--- config.mk ---
export PLATFORM = sky130hd
export DESIGN_NAME = fetch_stage_flat
export DESIGN_NICKNAME = d
export VERILOG_FILES = /design/src/rtl/fetch_stage_if.sv /design/src/rtl/fetch_stage.sv /design/src/flat_wrapper.sv
export SDC_FILE = /design/constraint.sdc
export NUM_CORES = 1
export LEC_CHECK = 0
export CAP_MARGIN = 20
export CORE_UTILIZATION = 51
export CTS_CLUSTER_SIZE = 8
export DETAILED_ROUTE_END_ITERATION = 10
export DONT_BUFFER_PORTS = 1
export PLACE_DENSITY = 0.73
export SLEW_MARGIN = 5
export SYNTH_ARGS = -nofsm -noshare
export SYNTH_HDL_FRONTEND = slang
export SYNTH_SLANG_ARGS = --single-unit
--- constraint.sdc ---
create_clock -name clock -period 5.5 [get_ports clock]
set_clock_uncertainty 0.2 [all_clocks]
set_input_delay 0.55 -clock clock [delete_from_list [all_inputs] [get_ports clock]]
set_output_delay 0.55 -clock clock [all_outputs]
set_load 0.05 [all_outputs]
--- src/rtl/fetch_stage_if.sv ---
// Signal bundle between the fetch stage, its instruction ROM, the hazard/branch
// logic that steers it, and the decode stage that consumes the F/D latch.
interface fetch_stage_if #(
   parameter int unsigned ADDR_WIDTH = 12
);

   logic                  stall;
   logic                  flush;
   logic [31:0]           redirect_pc;
   logic [ADDR_WIDTH-1:0] imem_addr;
   logic [31:0]           imem_data;
   logic [31:0]           fd_instruction;
   logic [31:0]           fd_pc;
   logic [31:0]           fd_pc_plus1;
   logic                  fd_valid;
   logic [31:0]           fetch_count;
   logic [15:0]           flush_count;

   // master is the fetch stage itself; slave is everything around it
   modport master (
      input  stall, flush, redirect_pc, imem_data,
      output imem_addr, fd_instruction, fd_pc, fd_pc_plus1, fd_valid,
             fetch_count, flush_count
   );

   modport slave (
      output stall, flush, redirect_pc, imem_data,
      input  imem_addr, fd_instruction, fd_pc, fd_pc_plus1, fd_valid,
             fetch_count, flush_count
   );

endinterface

--- src/rtl/fetch_stage.sv ---
// Instruction fetch stage with PC register, synchronous-ROM address steering
// and the F/D pipeline latch feeding decode.
module fetch_stage #(
   parameter int unsigned ADDR_WIDTH = 12,
   parameter logic [31:0] RESET_PC   = 32'd0,
   parameter logic [31:0] NOP        = 32'd0
) (
   input logic           clock,
   input logic           reset,
   fetch_stage_if.master bus
);

   logic [31:0] pc_q, pc_d;
   logic [31:0] pcPlus1;
   logic [31:0] fdInstruction_q, fdInstruction_d;
   logic [31:0] fdPc_q, fdPc_d;
   logic [31:0] fdPcPlus1_q, fdPcPlus1_d;
   logic        fdValid_q, fdValid_d;
   logic [31:0] fetchCount_q, fetchCount_d;
   logic [15:0] flushCount_q, flushCount_d;

   assign pcPlus1 = pc_q + 32'd1;

   // The ROM registers its address, so we present the PC that pc will hold
   // after this edge; that keeps imem_data equal to mem[pc] every cycle.
   always_comb begin
      bus.imem_addr = pcPlus1[ADDR_WIDTH-1:0];
      if (reset) begin
         bus.imem_addr = RESET_PC[ADDR_WIDTH-1:0];
      end else if (bus.flush) begin
         bus.imem_addr = bus.redirect_pc[ADDR_WIDTH-1:0];
      end else if (bus.stall) begin
         bus.imem_addr = pc_q[ADDR_WIDTH-1:0];
      end
   end

   always_comb begin
      pc_d            = pc_q;
      fdInstruction_d = fdInstruction_q;
      fdPc_d          = fdPc_q;
      fdPcPlus1_d     = fdPcPlus1_q;
      fdValid_d       = fdValid_q;
      fetchCount_d    = fetchCount_q;
      flushCount_d    = flushCount_q;
      if (bus.flush) begin
         pc_d            = bus.redirect_pc;
         fdInstruction_d = NOP;
         fdValid_d       = 1'b0;
         flushCount_d    = flushCount_q + 16'd1;
      end else if (!bus.stall) begin
         pc_d            = pcPlus1;
         fdInstruction_d = bus.imem_data;
         fdPc_d          = pc_q;
         fdPcPlus1_d     = pcPlus1;
         fdValid_d       = 1'b1;
         fetchCount_d    = fetchCount_q + 32'd1;
      end
   end

   always_ff @(posedge clock) begin
      if (reset) begin
         pc_q            <= RESET_PC;
         fdInstruction_q <= NOP;
         fdPc_q          <= 32'd0;
         fdPcPlus1_q     <= 32'd0;
         fdValid_q       <= 1'b0;
         fetchCount_q    <= 32'd0;
         flushCount_q    <= 16'd0;
      end else begin
         pc_q            <= pc_d;
         fdInstruction_q <= fdInstruction_d;
         fdPc_q          <= fdPc_d;
         fdPcPlus1_q     <= fdPcPlus1_d;
         fdValid_q       <= fdValid_d;
         fetchCount_q    <= fetchCount_d;
         flushCount_q    <= flushCount_d;
      end
   end

   assign bus.fd_instruction = fdInstruction_q;
   assign bus.fd_pc          = fdPc_q;
   assign bus.fd_pc_plus1    = fdPcPlus1_q;
   assign bus.fd_valid       = fdValid_q;
   assign bus.fetch_count    = fetchCount_q;
   assign bus.flush_count    = flushCount_q;

endmodule

--- src/flat_wrapper.sv ---
// flat-port wrapper written by rule: the top's interface ports become plain ports
module fetch_stage_flat 
#(
   parameter int unsigned ADDR_WIDTH = 12,
   parameter logic [31:0] RESET_PC   = 32'd0,
   parameter logic [31:0] NOP        = 32'd0
)
  (clock, reset, bus_stall, bus_flush, bus_redirect_pc, bus_imem_data, bus_imem_addr, bus_fd_instruction, bus_fd_pc, bus_fd_pc_plus1, bus_fd_valid, bus_fetch_count, bus_flush_count);
  fetch_stage_if #(.ADDR_WIDTH(ADDR_WIDTH)) bus_i ();
  input logic clock;
  input logic reset;
  input wire logic [$bits(bus_i.stall)-1:0] bus_stall;
  input wire logic [$bits(bus_i.flush)-1:0] bus_flush;
  input wire logic [$bits(bus_i.redirect_pc)-1:0] bus_redirect_pc;
  input wire logic [$bits(bus_i.imem_data)-1:0] bus_imem_data;
  output wire logic [$bits(bus_i.imem_addr)-1:0] bus_imem_addr;
  output wire logic [$bits(bus_i.fd_instruction)-1:0] bus_fd_instruction;
  output wire logic [$bits(bus_i.fd_pc)-1:0] bus_fd_pc;
  output wire logic [$bits(bus_i.fd_pc_plus1)-1:0] bus_fd_pc_plus1;
  output wire logic [$bits(bus_i.fd_valid)-1:0] bus_fd_valid;
  output wire logic [$bits(bus_i.fetch_count)-1:0] bus_fetch_count;
  output wire logic [$bits(bus_i.flush_count)-1:0] bus_flush_count;
  assign bus_i.stall = bus_stall;
  assign bus_i.flush = bus_flush;
  assign bus_i.redirect_pc = bus_redirect_pc;
  assign bus_i.imem_data = bus_imem_data;
  assign bus_imem_addr = bus_i.imem_addr;
  assign bus_fd_instruction = bus_i.fd_instruction;
  assign bus_fd_pc = bus_i.fd_pc;
  assign bus_fd_pc_plus1 = bus_i.fd_pc_plus1;
  assign bus_fd_valid = bus_i.fd_valid;
  assign bus_fetch_count = bus_i.fetch_count;
  assign bus_flush_count = bus_i.flush_count;
  fetch_stage #(.ADDR_WIDTH(ADDR_WIDTH), .RESET_PC(RESET_PC), .NOP(NOP)) u_core (.clock(clock), .reset(reset), .bus(bus_i));
endmodule
# Yosys cells after proc, flatten, opt, wreduce, memory -nomap -nowiden
# Cells that the tools add are included.
# W data, S select, Z words.
# totals
register_bits,177
in_bits,68
# op_classes
n_addsub,3
eq_ne,1
n_mux,5
bitwise_logic,2
n_reduce_logical,2
# ops
op,n
$add A32 B1 Y32 const B,2
$mux W32,2
$mux W12,3
$add A16 B1 Y16 const B,1
$ne A2 B1 Y1 const B,1
$not A1 Y1,2
$reduce_and A2 Y1,1
$reduce_or A2 Y1,1

# Longest topological paths before layout
# Gate-level depths: netlist (run 1).
# depth
word_depth,4
depth_mapped,7
mapped_depth_nobuf,5

# Worst setup path after synthesis (run 1)
# Ideal clock, no wire load.
# synth_timing
path_kind,input-to-output
from,input bus_stall
to,output bus_imem_addr[3]
arrival_time_ns,2.922
path_slack_ns,1.828
stages,5
path_buffers,3
path_cell_list,clkbuf_1 -> clkbuf_1 -> buf_1 -> o21ai_0 -> a311oi_1
# synth_via
elab_chain_cells,3
# synth_rtl
item,line,text
start: declaration,flat_wrapper.sv:12,input wire logic [$bits(bus_i.stall)-1:0] bus_stall;
$mux W12,fetch_stage.sv:32,end else if (bus.stall) begin
$mux W12,fetch_stage.sv:30,end else if (bus.flush) begin
$mux W12,fetch_stage.sv:28,if (reset) begin
end: declaration,flat_wrapper.sv:16,output wire logic [$bits(bus_i.imem_addr)-1:0] bus_imem_addr;
# No other way between the ends.

# Worst setup path after layout (run 1)
# layout_timing
from,register u_core.pc_q[4]
to,output bus_imem_addr[11]
# layout_via
elab_chain_cells,4
# layout_rtl
item,line,text
start: declaration,fetch_stage.sv:13,"logic [31:0] pc_q, pc_d;"
start signal: assignment,fetch_stage.sv:70,pc_q <= pc_d;
$add A32 B1 Y32,fetch_stage.sv:22,assign pcPlus1 = pc_q + 32'd1;
$mux W12,fetch_stage.sv:32,
$mux W12,fetch_stage.sv:30,
$mux W12,fetch_stage.sv:28,
# No other way between the ends.

==> results of run 1 <==
## worst max-delay path, cell delays in order (launching register included)
cell,delay (ps)
dfxtp_1,550
and4_1,550
nand3_1,360
or4_1,600
a311oi_2,890
## routing by layer
metal	track usage (%)	up-vias
li1	-	3438
met1	33.7	3375
met2	44.9	346
met3	10.4	40
met4	11.6	0
met5	0	-
## flip-flops by register name, summed over array words and instances, names as in the netlist
| register | flops |
|---|---|
| u_core.bus.fetch_count | 32 |
| u_core.bus.fd_valid | 1 |
| u_core.pc_q | 32 |
| u_core.bus.fd_pc | 32 |
| u_core.bus.fd_pc_plus1 | 32 |
| u_core.bus.flush_count | 16 |
| u_core.bus.fd_instruction | 32 |
## through the flow
| step | utilization (%) | power [mW] | cells | setup slack (ps) | hold WS, ps |
|---|---|---|---|---|---|
| global route | 57.4 | 2.98 | 1140 | 1230 | 25.8 |
| global placement | 52.9 | 1.70 | 1102 | 1970 | 296 |
| floorplan | - | 1.68 | 970 | 1830 | 259 |
| detailed placement | 52.9 | 1.70 | 1102 | 1890 | 295 |
| CTS | 57.1 | 2.89 | 1138 | 1420 | 21.8 |
| finish | 57.4 | 2.88 | 1140 | 1380 | 44.1 |
## cells by family (layout without fill, tap and decap cells)
family / count (synthesis) / in the layout / synth area share [%]
and+or+nand+nor: 401 / 401 / 25.6
AOI/OAI and AO/OA: 214 / 214 / 16.6
DFF: 177 / 177 / 43.7
buffers and inverters: 99 / 58 / 4.84
xor gates and xnor gates: 40 / 40 / 4.32
muxes: 36 / 36 / 4.47
adders and majority gates: 3 / 3 / 0.463
## worst max path at each step
stage | startpoint | end | slack [ps] | cells after the start
2_1_floorplan | bus_stall | bus_imem_addr[3] | 1830 | 5
3_3_place_gp | u_core.pc_q[4]$_SDFFE_PP0P_ | bus_imem_addr[11] | 1970 | 4
3_5_place_dp | u_core.pc_q[4]$_SDFFE_PP0P_ | bus_imem_addr[11] | 1890 | 4
4_1_cts | u_core.pc_q[4]$_SDFFE_PP0P_ | bus_imem_addr[11] | 1420 | 4
5_1_grt | u_core.pc_q[4]$_SDFFE_PP0P_ | bus_imem_addr[11] | 1230 | 4
6_report | u_core.pc_q[4]$_SDFFE_PP0P_ | bus_imem_addr[11] | 1380 | 4
## report_power, final
group / switching [mW] / internal, mW
clock: 0.495 / 0.686
combinational: 0.121 / 0.0690
sequential: 0.179 / 1.33
total: 0.795 / 2.09
## cells in the final DEF (no fill, tap or decap), types with 15 or more instances in the layout
master and n:
dfxtp_1 177, nand2_1 104, nor2_1 94, a21oi_1 71, o21ai_0 47, nand3_1 37
mux2i_1 34, or4_1 28, nand4_1 26, or3_1 26, a211oi_1 21, xnor2_1 21
o31ai_1 21, nor3_1 20, xor2_1 19, and4_1 17, clkbuf_16 17, inv_1 15
## layout make-up
type	count	area, um2
Clock buffer	20	457
Clock inverter	9	111
Fill cell	1384	6560
Inverter	16	60.1
Multi-Input combinational cell	694	4230
Sequential cell	177	3540
Tap cell	211	264
Timing Repair Buffer	13	153
==> metrics.txt, run 1 <==
status finished, final reports clean; number of hold buffers added after cts 7; Fin. Hold Viols 0; Synth top area share 43.7%; critical path startpoint category flip-flop; Leak slightly below 3 nW; Final nets 990; RSZ-0062 raised after global routing false; Tot GR Track Use 28.0%; Chip Height about 130 um; hold path startpoint bus_redirect_pc[23]; routed wl met2 about 11 mm; WP data arrival around 3400 ps; largest net degree at the start of global routing 60; Max Slew Vio Count 0; Top FF cell, synth dfxtp_1; EDFF count, synth 0; number of port buffers 0; drt wl/cell 20.3 um; Worst Max-Slew Pin Slew 1150 ps; Reg2Reg Depth 5; Reg2Reg Setup Slack 2110 ps; reg2reg end u_core.bus.fetch_count[20]$_SDFFE_PP0P_; Met3 Wirelength 2.42 mm; slew margin rel. a little under a quarter; DR pass1 iterations 5; post-synthesis async set-or-reset flop share 0%; Seq/Total Area, Yosys 43.7%; Pwr per Cell Area 327 mW/mm2; floorplan row count 45; clk buf depth 2; htree depth 4; worst vdd ir 0.231 mV; CTS root buf clkbuf_16; period utilisation layout 74.9%; MaxCap Viol Count 0; Die Width 128 um; Setup CP Type reg -> out; PostCTS Resize Cnt 0; via count 7199; post-synth top area cell dfxtp_1; Diodes inserted 0; Worst-path clk slew 60 ps; Tightest Hold Check Type in -> reg; YS warnings 0; clock sink count 177; Top Metal Used met4; fmax 0.243 GHz; most frequent cells after synthesis dfxtp_1 (177), nand2_1 (104), nor2_1 (95), a21oi_1 (71), clkbuf_1 (58); Tmin final 4120 ps; Antenna Nets Post-Route 0; post-CTS setup buffer count 0; setup TNS 0 ps; Hold Path Stages 1; first-pass GRT wire length 35.6 mm; TritonCTS clock tree done; IO Count 225; drt drc 0; Post-DP HPWL 14.6 mm; count leader, synth dfxtp_1; top cells by area, synth dfxtp_1 (44%), nand2_1 (4.8%), nor2_1 (4.4%); Critical R2R Launch u_core.bus.fetch_count[0]$_SDFFE_PP0P_; residual overflow from global routing 0; initial antenna violation count 0; area grow syn2layout 8.65%; post-synthesis register bit count around 180; Critical Path End Type output pin; Hold EP u_core.pc_q[23]$_SDFFE_PP0P_; Synth Area per Inst 8.36 um2; WL final ~23 mm; Initial Util a little over half; final setup fails 0; vias per cell roughly 6.3; post-synthesis cell type count 54; Worst Path Required 4750 ps; number of global-route vias before repair between 6000 and 7000; share of layout cells above drive strength 1 6.03%; area post-placement 0.00813 mm2; Final GP Congestion 0.865; Die Area 0.0164 mm2; Worst-Skew Late Latency about 430 ps; post-route design area 0.00882 mm2; Syn Inst Count 970; core area 0.0154 mm2; DR iter-0 viols between 600 and 700; crit-path max FO 13; CTS buffer count 17; metal1 wirelength approximately 9.4 mm; synthesized area 0.00811 mm2; post-synth net total 1041
No activity file was read; power rests on OpenSTA's default activity.
==> inputs of run 2 (changes only) <==
ABC_AREA = 1   (was unset)
PLACE_DENSITY = 0.76   (was 0.73)
clock period = 3.6 ns   (was 5.5 ns; I/O delays follow)
==> run 2 against run 1 <==
Against the previous run: largest power group unchanged; core utilization increased by 5.5 points; die area decreased by 3.9%; register-to-register slack lost 1000 ps; wire length shrank 5.1%; critical endpoint is now bus_imem_addr[7]; largest cell class unchanged; the flow now finishes with violations (design-rule violations); final cell count up 21%.
==> metrics.txt, run 2 <==
MaxCap Viol Count 0 (unchanged); WL final 22.0 mm (was 23.1 mm); Tightest Hold Check Type in -> reg (unchanged); Pwr per Cell Area 480 mW/mm2 (was 327 mW/mm2); Synth Area in Compound Gates 16.7% (was 16.6%); top cells by area, synth dfxtp_1 (45%), nand2_1 (15%), a21oi_1 (9.4%) (was dfxtp_1 (44%), nand2_1 (4.8%), nor2_1 (4.4%)); Max stage delay on crit path 1010 ps (was 890 ps); Worst-Skew Late Latency 430 ps (about the same); Max Slew Vio Count 0 (unchanged); Critical R2R Launch u_core.bus.flush_count[3]$_SDFFE_PP0P_ (was u_core.bus.fetch_count[0]$_SDFFE_PP0P_); final setup fails 0 (unchanged); worst setup path end bus_imem_addr[7] (was bus_imem_addr[11]); most frequent cells in the layout nand2_1 (319), dfxtp_1 (177), a21oi_1 (146) (was dfxtp_1 (177), nand2_1 (104), nor2_1 (94)); hold path startpoint bus_redirect_pc[28] (was bus_redirect_pc[23]); slew margin rel. 26.1% (was 22.8%); Leak 3.58 nW (was 2.94 nW); drt drc 12 (was 0); Synth Area in XOR/XNOR 1.12% (was 4.32%); largest family of logic cells by synthesized area simple AND/OR/NAND/NOR gates (unchanged); Seq/Total Area, Yosys 45.5% (was 43.7%); Crit-path slowest cell dlygate4sd3_1 (was a311oi_2); clk buf depth 2 (unchanged); Worst Max-Slew Pin Slew 1100 ps (was 1150 ps); Antenna Nets Post-Route 0 (unchanged); Critical Path Most Common Cell inv_2; RSZ-0062 raised after global routing false (unchanged); floorplan row count 44 (was 45); Diodes inserted 0 (unchanged); Critical Path End Type output pin (unchanged); Simple-Gate Fraction of Synth Area 28.3% (was 25.6%); Setup CP Type in -> out (was reg -> out); Synth Area per Inst 6.91 um2 (was 8.36 um2); initial antenna violation count 0 (unchanged); status complete, but fails checks (was finished, final reports clean); share of layout cells above drive strength 1 5.35% (was 6.03%); drt wl/cell 15.9 um (was 20.3 um); largest net degree at the start of global routing 81 (was 60); most frequent cells after synthesis nand2_1 (319), dfxtp_1 (177), a21oi_1 (146), nor2_1 (134), inv_1 (102) (was dfxtp_1 (177), nand2_1 (104), nor2_1 (95), a21oi_1 (71), clkbuf_1 (58)); CTS root buf clkbuf_16 (unchanged); post-synth top area cell dfxtp_1 (unchanged); crit-path cells dlygate4sd3_1 > inv_2 > nand2_4 > inv_2 > nand2_1 > a31oi_1 > buf_4 (was and4_1 > nand3_1 > or4_1 > a311oi_2); first-pass GRT wire length 35.3 mm (was 35.6 mm); via count 7505 (was 7199); Syn Inst Count 1127 (was 970); post-synthesis register bit count 177 (unchanged); Tmin final ~3400 ps; setup TNS 0 ps (unchanged); number of global-route vias before repair 7022 (was 6625); count leader, synth nand2_1 (was dfxtp_1); Top FF cell, synth dfxtp_1 (unchanged); vias per cell 5.43 (was 6.31); fmax 0.291 GHz; Post-DP HPWL 14.5 mm (was 14.6 mm); Critical path origin bus_flush (was u_core.pc_q[4]$_SDFFE_PP0P_); WP data arrival 2880 ps (was 3370 ps); YS warnings 0 (unchanged); Die Width 126 um (was 128 um); Final GP Congestion 0.973 (was 0.865); post-synthesis cell type count 33 (was 54); failing checks design-rule violations; number of port buffers 0 (unchanged); residual overflow from global routing 0 (unchanged); worst vdd ir 0.341 mV (was 0.231 mV); DR iter-0 viols 674 (was 617); Die Area 0.0158 mm2 (was 0.0164 mm2); Tot GR Track Use 28.1% (was 28.0%); Reg2Reg Depth 6 (was 5); crit-path max FO 56 (was 13); clock sink count 177 (unchanged); post-synth net total 1198 (was 1041); period utilisation layout 95.5%; commonest non-fill, non-tap cell in the layout nand2_1 (was dfxtp_1); EDFF count, synth 0 (unchanged); TritonCTS clock tree done (unchanged); core area 0.0147 mm2 (was 0.0154 mm2); critical path startpoint category input pin (was flip-flop); area grow syn2layout 18.7% (was 8.65%); post-layout total power 4.44 mW (was 2.88 mW); synthesized area 0.00779 mm2 (was 0.00811 mm2); post-synthesis async set-or-reset flop share 0% (unchanged); Chip Height 126 um (was 128 um); post-CTS setup buffer count 0 (unchanged); CTS buffer count 17 (unchanged); reg2reg end u_core.bus.flush_count[6]$_SDFFE_PP0P_ (was u_core.bus.fetch_count[20]$_SDFFE_PP0P_); Synth top area share 45.5% (was 43.7%); post-synthesis mux area share 0% (was 4.47%); htree depth 4 (unchanged); Fin. Hold Viols 0 (unchanged); IO Count 225 (unchanged); Initial Util 53.0% (was 52.8%); Worst-path clk slew 60 ps (about the same); Reg2Reg Setup Slack 1100 ps (was 2110 ps); Final nets 1255 (was 990); adder-cell share of the synthesized area 0.482% (was 0.463%); Worst Path Required 3040 ps (was 4750 ps); DR pass1 iterations 10 (was 5)
## run 2: report_power, final
group | internal (mW) | total, mW | leakage (nW) | switching (mW)
Combinational | 0.133 | 0.342 | 1.85 | 0.209
Clock | 1.03 | 1.84 | 0.286 | 0.813
Sequential | 2.03 | 2.26 | 1.44 | 0.230
## run 2: through the flow
stage | hold WS (ps) | util (%) | cells | setup slack [ps] | cell area [um2]
finish | 14.2 | 62.9 | 1381 | 161 | 9240
detailed placement | 239 | 53.9 | 1277 | 1130 | 7920
global placement | 237 | 53.9 | 1277 | 1190 | 7920
CTS | 2.51 | 62.9 | 1381 | 150 | 9240
global route | 27.2 | 62.9 | 1381 | 0.176 | 9240
floorplan | 260 | - | 1127 | 1030 | 7790
## run 2: metal layers
metal	vias up	global-route usage (%)	part of all wire [%]
met3	37	7.53	9.2
li1	3753	-	-
met2	306	44.5	45
met5	-	0	0
met1	3409	36.0	43
met4	0	12.1	2.7
## run 2: area by class of cell
type	count	area [um2]
flip-flops and latches	177	3540
well taps	184	230
clock inverters	12	123
fillers	1340	5460
repair buffers	86	843
clock buffers	20	467
multi-input cells	796	3630
inverters	106	410
## run 2: cell families after synthesis
logic type               after synthesis
AO/OA/AOI/OAI                        251
XOR/XNOR                              10
adder cells (fa/ha/maj)                3
buffers and inverters                154
flip-flops                           177
AND/OR/NAND/NOR                      532
## run 2: worst max-delay path, delay by kind of cell
kind            cells  cell delay [ps]
buf+inv             4             1600
simple gates        2              750
compound gates      1              140
## run 2: how the worst min path moves through the flow
stage | endpoint | slack, ps | depth (start not counted)
finish | u_core.pc_q[28]$_SDFFE_PP0P_ | 10 | 4
global route | u_core.bus.fd_valid$_SDFFE_PP0N_ | 30 | 3
CTS | u_core.pc_q[31]$_SDFFE_PP0P_ | 3 | 4
detailed placement | u_core.pc_q[9]$_SDFFE_PP0P_ | 240 | 1
global placement | u_core.bus.fd_pc_plus1[9]$_SDFFE_PP0P_ | 240 | 1
floorplan | u_core.bus.fd_pc[31]$_SDFFE_PP0P_ | 260 | 2
## run 2: repair_timing
item / in CTS / in global routing
resized for setup: 0 / 0
setup endpoints to repair: 0 / 0
hold buffers: 72 / 0
hold endpoints to repair: 116 / 0
